**config.mk**
```make
export PLATFORM = sky130hd
export DESIGN_NAME = seg_scan_ctrl
export DESIGN_NICKNAME = d
export VERILOG_FILES = /design/src/rtl/seg_scan_ctrl.sv
export SDC_FILE = /design/constraint.sdc
export NUM_CORES = 1
export LEC_CHECK = 0
export ABC_AREA = 0
export ABC_CLOCK_PERIOD_IN_PS = 2240
export CAP_MARGIN = 20
export CORE_ASPECT_RATIO = 0.8
export CORE_UTILIZATION = 40
export DETAILED_ROUTE_END_ITERATION = 8
export PLACE_DENSITY = 0.7
export SKIP_CTS_REPAIR_TIMING = 1
export SYNTH_ARGS = -nofsm -noshare
export SYNTH_HDL_FRONTEND = slang
export SYNTH_SLANG_ARGS = --single-unit
```
**constraint.sdc**
```tcl
create_clock -name clk -period 2.24 [get_ports clk]
set_input_delay 0.448 -clock clk [delete_from_list [all_inputs] [get_ports clk]]
set_output_delay 0.448 -clock clk [all_outputs]
set_load 0.02 [all_outputs]
```
**src/rtl/seg_scan_ctrl.sv**
```systemverilog
// Multiplexed 7-segment scan controller: cycles one digit per SCAN_DIV clocks,
// double-buffers the display contents and applies leading-zero blanking.
module seg_scan_ctrl #(
  parameter int DIGITS         = 8,
  parameter int SCAN_DIV       = 1000,
  parameter bit SEG_ACTIVE_LOW = 1'b1,
  parameter bit DS_ACTIVE_LOW  = 1'b1,
  parameter bit LZ_BLANK       = 1'b1
) (
  input  logic                  clk,
  input  logic                  rst,
  input  logic                  en_all,
  input  logic                  load,
  input  logic [4*DIGITS-1:0]   data_in,
  input  logic [DIGITS-1:0]     dp_in,
  output logic [6:0]            num,
  output logic                  dp,
  output logic [DIGITS-1:0]     DS,
  output logic                  scan_tick,
  output logic                  frame_done
);

  localparam int IW = (DIGITS > 1) ? $clog2(DIGITS) : 1;
  localparam logic [15:0]       PRESC_LAST = 16'(SCAN_DIV - 1);
  localparam logic [IW-1:0]     IDX_LAST   = IW'(DIGITS - 1);
  localparam logic [6:0]        SEG_OFF    = {7{SEG_ACTIVE_LOW}};
  localparam logic              DP_OFF     = SEG_ACTIVE_LOW;
  localparam logic [DIGITS-1:0] DS_OFF     = {DIGITS{DS_ACTIVE_LOW}};

  logic [15:0]         presc;
  logic [IW-1:0]       idx;
  logic [4*DIGITS-1:0] act_data;
  logic [4*DIGITS-1:0] pend_data;
  logic [DIGITS-1:0]   act_dp;
  logic [DIGITS-1:0]   pend_dp;
  logic                pend_valid;
  logic                en_d;

  logic                slot_end;
  logic                frame_wrap;
  logic                commit;

  logic [DIGITS-1:0]   hi_zero;
  logic                zero_run;
  logic [3:0]          nibble;
  logic                cur_dp;
  logic                lead_zero;
  logic [DIGITS-1:0]   sel;
  logic [6:0]          seg_on;
  logic [6:0]          num_next;
  logic                dp_next;
  logic [DIGITS-1:0]   ds_next;

  function automatic logic [6:0] hex7(input logic [3:0] v);
    case (v)
      4'h0: hex7 = 7'h3F;
      4'h1: hex7 = 7'h06;
      4'h2: hex7 = 7'h5B;
      4'h3: hex7 = 7'h4F;
      4'h4: hex7 = 7'h66;
      4'h5: hex7 = 7'h6D;
      4'h6: hex7 = 7'h7D;
      4'h7: hex7 = 7'h07;
      4'h8: hex7 = 7'h7F;
      4'h9: hex7 = 7'h6F;
      4'hA: hex7 = 7'h77;
      4'hB: hex7 = 7'h7C;
      4'hC: hex7 = 7'h39;
      4'hD: hex7 = 7'h5E;
      4'hE: hex7 = 7'h79;
      default: hex7 = 7'h71;
    endcase
  endfunction

  // A fresh enable counts as a frame boundary so pending data shows immediately.
  always_comb begin
    slot_end   = en_all && (presc == PRESC_LAST);
    frame_wrap = slot_end && (idx == IDX_LAST);
    commit     = pend_valid && en_all && (frame_wrap || !en_d);
  end

  // hi_zero[i] is set when nibble i and every nibble above it are zero.
  always_comb begin
    hi_zero  = '0;
    zero_run = 1'b1;
    for (int i = DIGITS - 1; i >= 0; i--) begin
      zero_run   = zero_run && (act_data[4*i +: 4] == 4'h0);
      hi_zero[i] = zero_run;
    end
  end

  always_comb begin
    nibble    = 4'h0;
    cur_dp    = 1'b0;
    lead_zero = 1'b0;
    sel       = '0;
    for (int i = 0; i < DIGITS; i++) begin
      if (idx == IW'(i)) begin
        nibble    = act_data[4*i +: 4];
        cur_dp    = act_dp[i];
        lead_zero = (i != 0) && hi_zero[i];
        sel[i]    = 1'b1;
      end
    end
    seg_on   = (LZ_BLANK && lead_zero) ? 7'h00 : hex7(nibble);
    num_next = SEG_ACTIVE_LOW ? ~seg_on : seg_on;
    dp_next  = SEG_ACTIVE_LOW ? ~cur_dp : cur_dp;
    ds_next  = DS_ACTIVE_LOW ? ~sel : sel;
  end

  // Outputs lag the index by one cycle; load is honoured even while dark.
  always_ff @(posedge clk) begin
    if (rst) begin
      presc      <= '0;
      idx        <= '0;
      act_data   <= '0;
      act_dp     <= '0;
      pend_data  <= '0;
      pend_dp    <= '0;
      pend_valid <= 1'b0;
      en_d       <= 1'b0;
      scan_tick  <= 1'b0;
      frame_done <= 1'b0;
      num        <= SEG_OFF;
      dp         <= DP_OFF;
      DS         <= DS_OFF;
    end else begin
      en_d <= en_all;

      if (load) begin
        pend_data <= data_in;
        pend_dp   <= dp_in;
      end
      if (load)
        pend_valid <= 1'b1;
      else if (commit)
        pend_valid <= 1'b0;
      if (commit) begin
        act_data <= pend_data;
        act_dp   <= pend_dp;
      end

      if (!en_all) begin
        presc      <= '0;
        idx        <= '0;
        scan_tick  <= 1'b0;
        frame_done <= 1'b0;
        num        <= SEG_OFF;
        dp         <= DP_OFF;
        DS         <= DS_OFF;
      end else begin
        presc      <= slot_end ? 16'd0 : presc + 16'd1;
        scan_tick  <= slot_end;
        frame_done <= frame_wrap;
        if (slot_end)
          idx <= frame_wrap ? '0 : idx + 1'b1;
        num <= num_next;
        dp  <= dp_next;
        DS  <= ds_next;
      end
    end
  end

endmodule

```
==> flow_summary.ini, run 1 <==
[timing]
finalSetupViolCount = 1
max_slew.worst_pin.slew_ns = 0.802
rsz0062_at_grt = true
holdWs_ns = 0.450
slew_headroom = 0.466
drv_slew = 0
max_freq_mhz = 443
finalHoldViolCount = 0
setup_ws_ns = -0.0166
finClkSkew_ns = 0.00670
min_period_over_period = 1.01
fin_crit_ns = 2.26

[global_routing]
grt_util_all_layers = 0.190
first_global_vias = 3967
grt_pass1_wl_um = 19300
grt_start_max_net_pins = 82
grt_overflow = 0
antenna_found_initial = 0

[floorplan]
io_pins = 62
chipWidth_um = 128
dieHeight_um = 103
num_rows = 36
core_um2 = 12300
die_area_um2 = 13200
initial_core_util = 0.414

[power_and_ir_drop]
vdd_ir_drop_max_mv = 0.525
power_leakage_nw = 2.70
powerDensity_nw_per_um2 = 779

[layout]
final_nets = 681
drive_gt1_frac = 0.188
layout_common_cells = 117 x dfxtp_1, 108 x nor2_1, 84 x mux2i_1, 59 x clkdlybuf4s50_1, 33 x buf_4
final_util = 0.566
mostFrequentLayoutCell = dfxtp_1
area_delta_synth_final_pct = 36.6
diodes = 0

[setup_path]
end_kind = flop
startpoint = idx[0]$_SDFFE_PP0P_
path_max_fanout = 7
r2r-end = num[3]$_SDFF_PP1_
worst_ep_required_time_ns = 2.54
worstPathArrival_ns = 2.56
start_kind = flop
setup.worst_path.class = reg2reg
r2r_cells = 13
worst_r2r_startpoint = idx[0]$_SDFFE_PP0P_
regToRegSetupSlack_ns = -0.02

[route]
drc = 0
drtIter0Drc = 276
postRouteAntennaNets = 0
wl_per_cell_um = 15.3
drt_wl_total_um = 12300
vias = 4065
first_pass_iters = 5
via_per_inst = 5.03

[clock_network]
numCtsBuffers = 17
cts_tree = built
clockBufferDepth = 2
cts_root_buf = clkbuf_16
clock_latency_ns = 0.41
path_clk_slew_ns = 0.05
htreeDepth = 4
clock-sinks = 119

[yosys]
synth_largest_area_cell = dfxtp_1
yosys_register_bits = 119
yosys-top-cells-area = dfxtp_1 47%, mux2i_1 17%, nor2_1 8.0%
syn_avg_cell_area_um2 = 9.57
netlist_instances = 532
synth_edf_count = 0
synth_top_area_share = 0.468
yosysSeqAreaShare = 0.468
yosys_warnings = 0
syn_nets = 589
async_flop_share = 0
synth-main-ff-cell = dfxtp_1
synthDistinctLibCells = 58
netlist_area_um2 = 5090

[worst_hold_path]
hold_depth = 1
worstHoldStart = presc[0]$_SDFF_PP0_
hp-class = reg2reg
hold_end = presc[0]$_SDFF_PP0_

[place]
dp.final_hpwl_um = 8190
port_buffers = 61
place_congestion = 0.865

[flow_run]
maxCapViolations = 0

[run_status]
violations = setup timing
status = complete, but fails checks
## cell usage after synthesis, types with 6 or more instances
master    number
clkbuf_1      17
xnor2_1        7
ha_1          13
buf_6          6
dfxtp_1      119
inv_1         13
buf_2          6
nand3_1        7
nor4_1         7
nor2_1       109
mux2i_1       84
xor2_1         7
a21oi_1       18
nand2_1       29
## registers in the layout (all words and copies together), names as in the netlist
| signal | cells |
|---|---|
| pend_dp | 8 |
| dp | 1 |
| scan_tick | 1 |
| en_d | 1 |
| act_data | 32 |
| pend_data | 32 |
| DS | 8 |
| frame_done | 1 |
| idx | 3 |
| num | 7 |
| act_dp | 8 |
| pend_valid | 1 |
| presc | 16 |
## power by group
group | internal (W) | total, W | switching (W)
clock network | 0.00187 | 0.00284 | 0.000970
logic | 0.000194 | 0.000354 | 0.000160
registers | 0.00218 | 0.00223 | 0.0000424
total | 0.00425 | 0.00542 | 0.00117
## per-stage QoR
| step | std cells | area, um^2 | worst slack (ns) | TNS [ns] | power (W) |
|---|---|---|---|---|---|
| 3_3_place_gp | 767 | 6080 | -0.140 | -5.16 | 0.00260 |
| 3_5_place_dp | 767 | 6080 | -0.193 | -6.76 | 0.00261 |
| 5_1_grt | 808 | 6950 | -0.100 | -0.386 | 0.00560 |
| 6_report | 808 | 6950 | -0.0166 | -0.0166 | 0.00542 |
| 2_1_floorplan | 532 | 5140 | -0.000821 | -0.000821 | 0.00246 |
| 4_1_cts | 799 | 6700 | -0.120 | -0.588 | 0.00544 |
## final cells by class
class	count	area, um^2
clock inverter	10	144
multi-input combinational	366	2660
fill	1023	5340
tap	171	214
clock buffer	22	484
inverter	15	56.3
timing repair buffer	105	1010
sequential	119	2390
## layer usage
layer,wire [um],up-vias,track usage
li1,-,2023,-
met1,5980,1906,0.255
met2,5500,115,0.297
met3,623,21,0.0529
met4,227,0,0.0624
met5,0,-,0
## critical path, stage by stage (launching register included)
cell	delay [ns]
dfxtp_4	0.38
ha_4	0.18
ha_4	0.17
buf_6	0.13
nor2_2	0.07
a32o_2	0.14
a21oi_2	0.07
o31ai_4	0.33
inv_2	0.12
ha_2	0.20
inv_2	0.06
a21oi_1	0.05
a21oi_1	0.16
o21ai_1	0.08
## how the worst max path moves through the flow
stage                                           end  slack, ns  cells after the start
final                             num[3]$_SDFF_PP1_      -0.02                     13
after floorplan                   num[3]$_SDFF_PP1_    -0.0008                     12
after CTS                         num[3]$_SDFF_PP1_      -0.12                     13
after global placement       act_dp[7]$_SDFFE_PP0P_      -0.14                      8
after detailed placement  act_data[16]$_SDFFE_PP0P_      -0.19                      8
after global routing              num[3]$_SDFF_PP1_      -0.10                     13
## cell families (layout without fill, tap and decap cells)
family / count (synthesis) / count (layout) / share of synthesized area
multiplexers: 84 / 84 / 0.165
flip-flops: 119 / 119 / 0.468
AO/OA/AOI/OAI: 60 / 60 / 0.0890
adder cells (fa/ha/maj): 13 / 13 / 0.0320
XOR/XNOR: 14 / 14 / 0.0241
AND/OR/NAND/NOR: 195 / 195 / 0.176
buffers and inverters: 47 / 152 / 0.0457
No activity file was read; power rests on OpenSTA's default activity.
==> run 2: changes to the inputs <==
- ABC_CLOCK_PERIOD_IN_PS: 2240 -> 2450
- PLACE_DENSITY: 0.7 -> 0.68
- clock period: 2.24 -> 2.45 ns (I/O delays scaled with it)
==> run 2 against run 1 <==
Global-route usage decreased by 0.32 points. Sequential share of layout area increased by 1.8 points. Highest routed layer unchanged. Critical endpoint is now num[6]$_SDFF_PP1_. Cell area decreased by 5.0%. Via count decreased by 2.9%. Flip-flop and latch count unchanged. Critical path depth decreased by 2. Clock skew increased by 0.0016 ns. Non-clock buffer count decreased by 18. Register-to-register slack improved by 0.09 ns. The flow now finishes without violations.
==> flow_summary.ini, run 2 (synthesis gave the netlist of run 1 again) <==
[timing]
drv_slew = 0
finalSetupViolCount = 0
slew_headroom = 0.501
holdWs_ns = 0.342
min_period_over_period = 0.972
finClkSkew_ns = 0.00826
setup_ws_ns = 0.0690
finalHoldViolCount = 0
fin_crit_ns = 2.38
max_freq_mhz = 420
max_slew.worst_pin.slew_ns = 0.748
rsz0062_at_grt = true

[route]
drc = 0
first_pass_iters = 4
drtIter0Drc = 356
vias = 3946
via_per_inst = 5.01
drt_wl_total_um = 11600
postRouteAntennaNets = 0
wl_per_cell_um = 14.7

[global_routing]
grt_start_max_net_pins = 79
met2_usage = 0.308
antenna_found_initial = 0
grt-busiest-layer = met2
gr-usage-met1 = 0.236
met3_usage = 0.0457
grt_pass1_wl_um = 18800
first_global_vias = 3785
grt_overflow = 0
grt_util_all_layers = 0.187

[place]
dp.final_hpwl_um = 8040
port_buffers = 61
place_congestion = 0.889
placed_cells = 757
pre_cts_slack_ns = -0.132

[layout]
drive_gt1_frac = 0.128
layout_common_cells = 117 x dfxtp_1, 109 x nor2_1, 84 x mux2i_1, 59 x clkdlybuf4s50_1, 29 x nand2_1
diodes = 0
top_regs = act_data: 32 flops, pend_data: 32 flops, presc: 16 flops
area_delta_synth_final_pct = 29.8
final_util = 0.537
fillers = 1077
mostFrequentLayoutCell = dfxtp_1
final_cells = 788
final_nets = 663

[clock_network]
clockBufferDepth = 2
cts_root_buf = clkbuf_16
clock_latency_ns = 0.41
htreeDepth = 4
cts_tree = built
numCtsBuffers = 17
path_clk_slew_ns = 0.05
clock-sinks = 119

[setup_path]
start_kind = flop
path_max_fanout = 6
r2r_cells = 11
worst_ep_required_time_ns = 2.73
startpoint = idx[0]$_SDFFE_PP0P_
setup.worst_path.class = reg2reg
r2r-end = num[6]$_SDFF_PP1_
worst_r2r_startpoint = idx[0]$_SDFFE_PP0P_
end_kind = flop
worstPathArrival_ns = 2.66
regToRegSetupSlack_ns = 0.07

[flow_run]
maxCapViolations = 0

[floorplan]
chipWidth_um = 128
die_area_um2 = 13200
num_rows = 36
dieHeight_um = 103
io_pins = 62
core_um2 = 12300
initial_core_util = 0.414

[run_status]
status = complete, no violations

[power_and_ir_drop]
vdd_ir_drop_max_mv = 0.511
powerDensity_nw_per_um2 = 728
power_leakage_nw = 2.57

[worst_hold_path]
hold_end = pend_data[2]$_SDFFE_PP0P_
worstHoldStart = rst
hold_depth = 2
hp-class = in2reg
==> run 2: cell count changes in the layout (fill, tap and decap cells not counted), sizes merged <==
cell      previous run  this run
clkbuf              23        21
buf                 45        28
clkinv               4         5
clkinvlp             3         1
==> run 2: critical path, cell delays in order (launching register included) <==
cell,delay (ns)
dfxtp_2,0.34
ha_1,0.22
ha_2,0.21
or2_1,0.26
a221oi_2,0.19
o22ai_1,0.12
a21oi_2,0.21
buf_6,0.15
inv_1,0.06
ha_1,0.20
mux2i_1,0.14
o221ai_1,0.14
==> run 2: power by group <==
part	switching [W]	leakage [nW]	total (W)	internal [W]
logic	0.000138	1.31	0.000300	0.000162
clock network	0.000843	0.289	0.00248	0.00163
registers	0.0000380	0.972	0.00204	0.00200
total	0.00102	2.57	0.00481	0.00379
==> run 2: worst max path at each step <==
stage                     slack, ns                 to
after CTS                     -0.16  num[4]$_SDFF_PP1_
after global placement         -0.1  num[4]$_SDFF_PP1_
after global routing          -0.05  num[0]$_SDFF_PP1_
final                          0.07  num[6]$_SDFF_PP1_
after floorplan                0.02  num[3]$_SDFF_PP1_
after detailed placement      -0.13  num[4]$_SDFF_PP1_
==> run 2: routing by layer <==
layer	vias up	part of all wire
li1	1974	-
met1	1848	0.47
met2	100	0.47
met3	24	0.042
met4	0	0.019
met5	-	0
==> run 2: final cells by class <==
| class | count | area (um^2) | area share |
|---|---|---|---|
| inverter | 15 | 56.3 | 0.00852 |
| clock buffer | 21 | 460 | 0.0697 |
| clock inverter | 9 | 126 | 0.0191 |
| multi-input combinational | 366 | 2520 | 0.382 |
| sequential | 119 | 2390 | 0.361 |
| timing repair buffer | 87 | 837 | 0.127 |
| tap | 171 | 214 | 0.0324 |
==> run 2: stage by stage <==
step	total power [W]	cell area (um^2)	TNS, ns
finish	0.00481	6610	0
global route	0.00498	6610	-0.0978
CTS	0.00486	6550	-0.629
detailed placement	0.00238	5960	-2.29
global placement	0.00237	5960	-0.303
floorplan	0.00225	5090	0
==> run 3: changes to the inputs <==
- CORE_MARGIN: not set -> 4
- SETUP_SLACK_MARGIN: not set -> 0.1
==> run 3 against run 2 <==
Non-clock buffer count up 16. Core utilization rose by 3.3 points. Total power is 5.7% higher. Critical path depth grew 3. Cell area grew 6.2%. Die area is 11% higher. Setup slack worse by 0.040 ns. Wire length grew 8.9%. Sequential share of layout area is 2.1 points lower. Clock skew grew 0.0045 ns. Critical endpoint is now num[3]$_SDFF_PP1_. Largest power group unchanged.
==> flow_summary.ini, run 3 (synthesis gave the netlist of run 1 again) <==
[floorplan]
core_um2 = 12300
io_pins = 62
initial_core_util = 0.414
die_area_um2 = 14600
chipWidth_um = 134
num_rows = 36
dieHeight_um = 109

[global_routing]
antenna_found_initial = 0
grt_pass1_wl_um = 19400
first_global_vias = 3905
grt_util_all_layers = 0.168
grt_overflow = 0
grt_start_max_net_pins = 82

[layout]
diodes = 0
regArea_um2 = 2390
fin_area_um2 = 7010
mostFrequentLayoutCell = dfxtp_1
fillers = 1044
layout_common_cells = 117 x dfxtp_1, 108 x nor2_1, 84 x mux2i_1, 59 x clkdlybuf4s50_1, 32 x buf_4
drive_gt1_frac = 0.186
area_delta_synth_final_pct = 37.8
final_nets = 679
top_regs = act_data: 32 flops, pend_data: 32 flops, presc: 16 flops
multiInputGateArea_um2 = 2730

[setup_path]
r2r_cells = 14
r2r-end = num[3]$_SDFF_PP1_
start_kind = flop
path_common_cell = buf_6
crit_path_top_delay_cell = dfxtp_4
regToRegSetupSlack_ns = 0.03
critPathMaxStageDelay_ns = 0.36
path_max_fanout = 6
worst_r2r_startpoint = idx[1]$_SDFFE_PP0P_
setup.worst_path.class = reg2reg
end_kind = flop
cp_cell_sequence = inv_2, ha_4, buf_6, buf_4, o21ai_1, a32oi_1, o22ai_2, a21oi_2, buf_6, buf_6, ha_4, nand4_1, o211a_1, o21ai_1
worstPathArrival_ns = 2.71
worst_ep_required_time_ns = 2.74

[run_status]
status = complete, no violations

[place]
port_buffers = 61
dp.final_hpwl_um = 8670
postPlaceCellArea_um2 = 6000
place_congestion = 0.944

[route]
first_pass_iters = 5
drtIter0Drc = 257
drt_wl_total_um = 12600
wl_per_cell_um = 15.7
via_per_inst = 5.11
postRouteAntennaNets = 0
drc = 0
vias = 4116

[worst_hold_path]
worstHoldStart = presc[0]$_SDFF_PP0_
hp-class = reg2reg
hold_depth = 1
hold_end = presc[0]$_SDFF_PP0_

[power_and_ir_drop]
power_leakage_nw = 2.71
switchingPower_w = 0.00103
power.share.combinational = 0.062
p_seq_frac = 0.400
internal_power_w = 0.00405
p_total_w = 0.00508
power_frac_clock = 0.538
sw_frac_of_total = 0.203
vdd_ir_drop_max_mv = 0.531
powerDensity_nw_per_um2 = 725

[timing]
holdWs_ns = 0.460
max_slew.worst_pin.slew_ns = 0.773
fin_crit_ns = 2.42
slew_headroom = 0.485
finalHoldViolCount = 0
max_freq_mhz = 413
finalSetupViolCount = 0
min_period_over_period = 0.988
finClkSkew_ns = 0.0128
drv_slew = 0

[clock_network]
path_clk_slew_ns = 0.05
numCtsBuffers = 17
htreeDepth = 4
clockBufferDepth = 2
clock-sinks = 119
cts_tree = built
clock_latency_ns = 0.41
cts_root_buf = clkbuf_16

[flow_run]
maxCapViolations = 0
## run 3: changes by cell type in the layout (fill, tap and decap cells not counted), moves of 3 or more
cell	delta
inv_1	-3
buf_4	+10
ha_1	-5
clkinv_2	-3
buf_6	+6
ha_4	+7
clkbuf_8	+5
inv_2	+3
a221oi_4	+3
## run 3: worst max path at each step
stage / depth (start not counted) / slack, ns / start / end
final: 14 / 0.03 / idx[1]$_SDFFE_PP0P_ / num[3]$_SDFF_PP1_
after global routing: 14 / -0.07 / idx[1]$_SDFFE_PP0P_ / num[3]$_SDFF_PP1_
after CTS: 12 / -0.15 / idx[1]$_SDFFE_PP0P_ / num[0]$_SDFF_PP1_
after detailed placement: 11 / -0.09 / idx[0]$_SDFFE_PP0P_ / num[4]$_SDFF_PP1_
after global placement: 11 / -0.06 / idx[0]$_SDFFE_PP0P_ / num[4]$_SDFF_PP1_
after floorplan: 12 / 0.13 / idx[2]$_SDFFE_PP0P_ / num[3]$_SDFF_PP1_
## run 3: power groups by stage
stage / Sequential [W] / Clock (W) / Combinational [W]
after floorplan: 0.00207 / 0 / 0.000174
after global placement: 0.00207 / 0 / 0.000293
after detailed placement: 0.00208 / 0 / 0.000302
after CTS: 0.00204 / 0.00277 / 0.000305
after global routing: 0.00204 / 0.00286 / 0.000341
final: 0.00203 / 0.00273 / 0.000315
## run 3: critical path: cells and delay by family, from the launching register on
family | cells | cell delay, ns
AND/OR/NAND/NOR | 1 | 0.07
flip-flops | 1 | 0.36
AO/OA/AOI/OAI | 6 | 0.89
buffers and inverters | 5 | 0.60
adder cells (fa/ha/maj) | 2 | 0.37
## run 3: final cells by class
| type | instances | area share |
|---|---|---|
| clock inverters | 6 | 0.0191 |
| clock buffers | 25 | 0.0749 |
| inverters | 15 | 0.00803 |
| repair buffers | 103 | 0.138 |
| flip-flops and latches | 119 | 0.341 |
| well taps | 171 | 0.0305 |
| multi-input cells | 366 | 0.389 |
## run 3: layer usage
metal	vias up	GRT usage	wire, um
li1	2018	-	-
met1	1968	0.224	5950
met2	111	0.261	5860
met3	19	0.0512	614
met4	0	0.0581	188
met5	-	0	0
## run 3: through the flow
step / setup slack [ns] / utilization / TNS [ns] / std cells
2_1_floorplan: 0.129 / - / 0 / 532
3_3_place_gp: -0.0562 / 0.488 / -0.142 / 764
3_5_place_dp: -0.0859 / 0.488 / -1.07 / 764
4_1_cts: -0.146 / 0.542 / -0.606 / 795
5_1_grt: -0.0739 / 0.570 / -0.0739 / 805
6_report: 0.0289 / 0.570 / 0 / 805
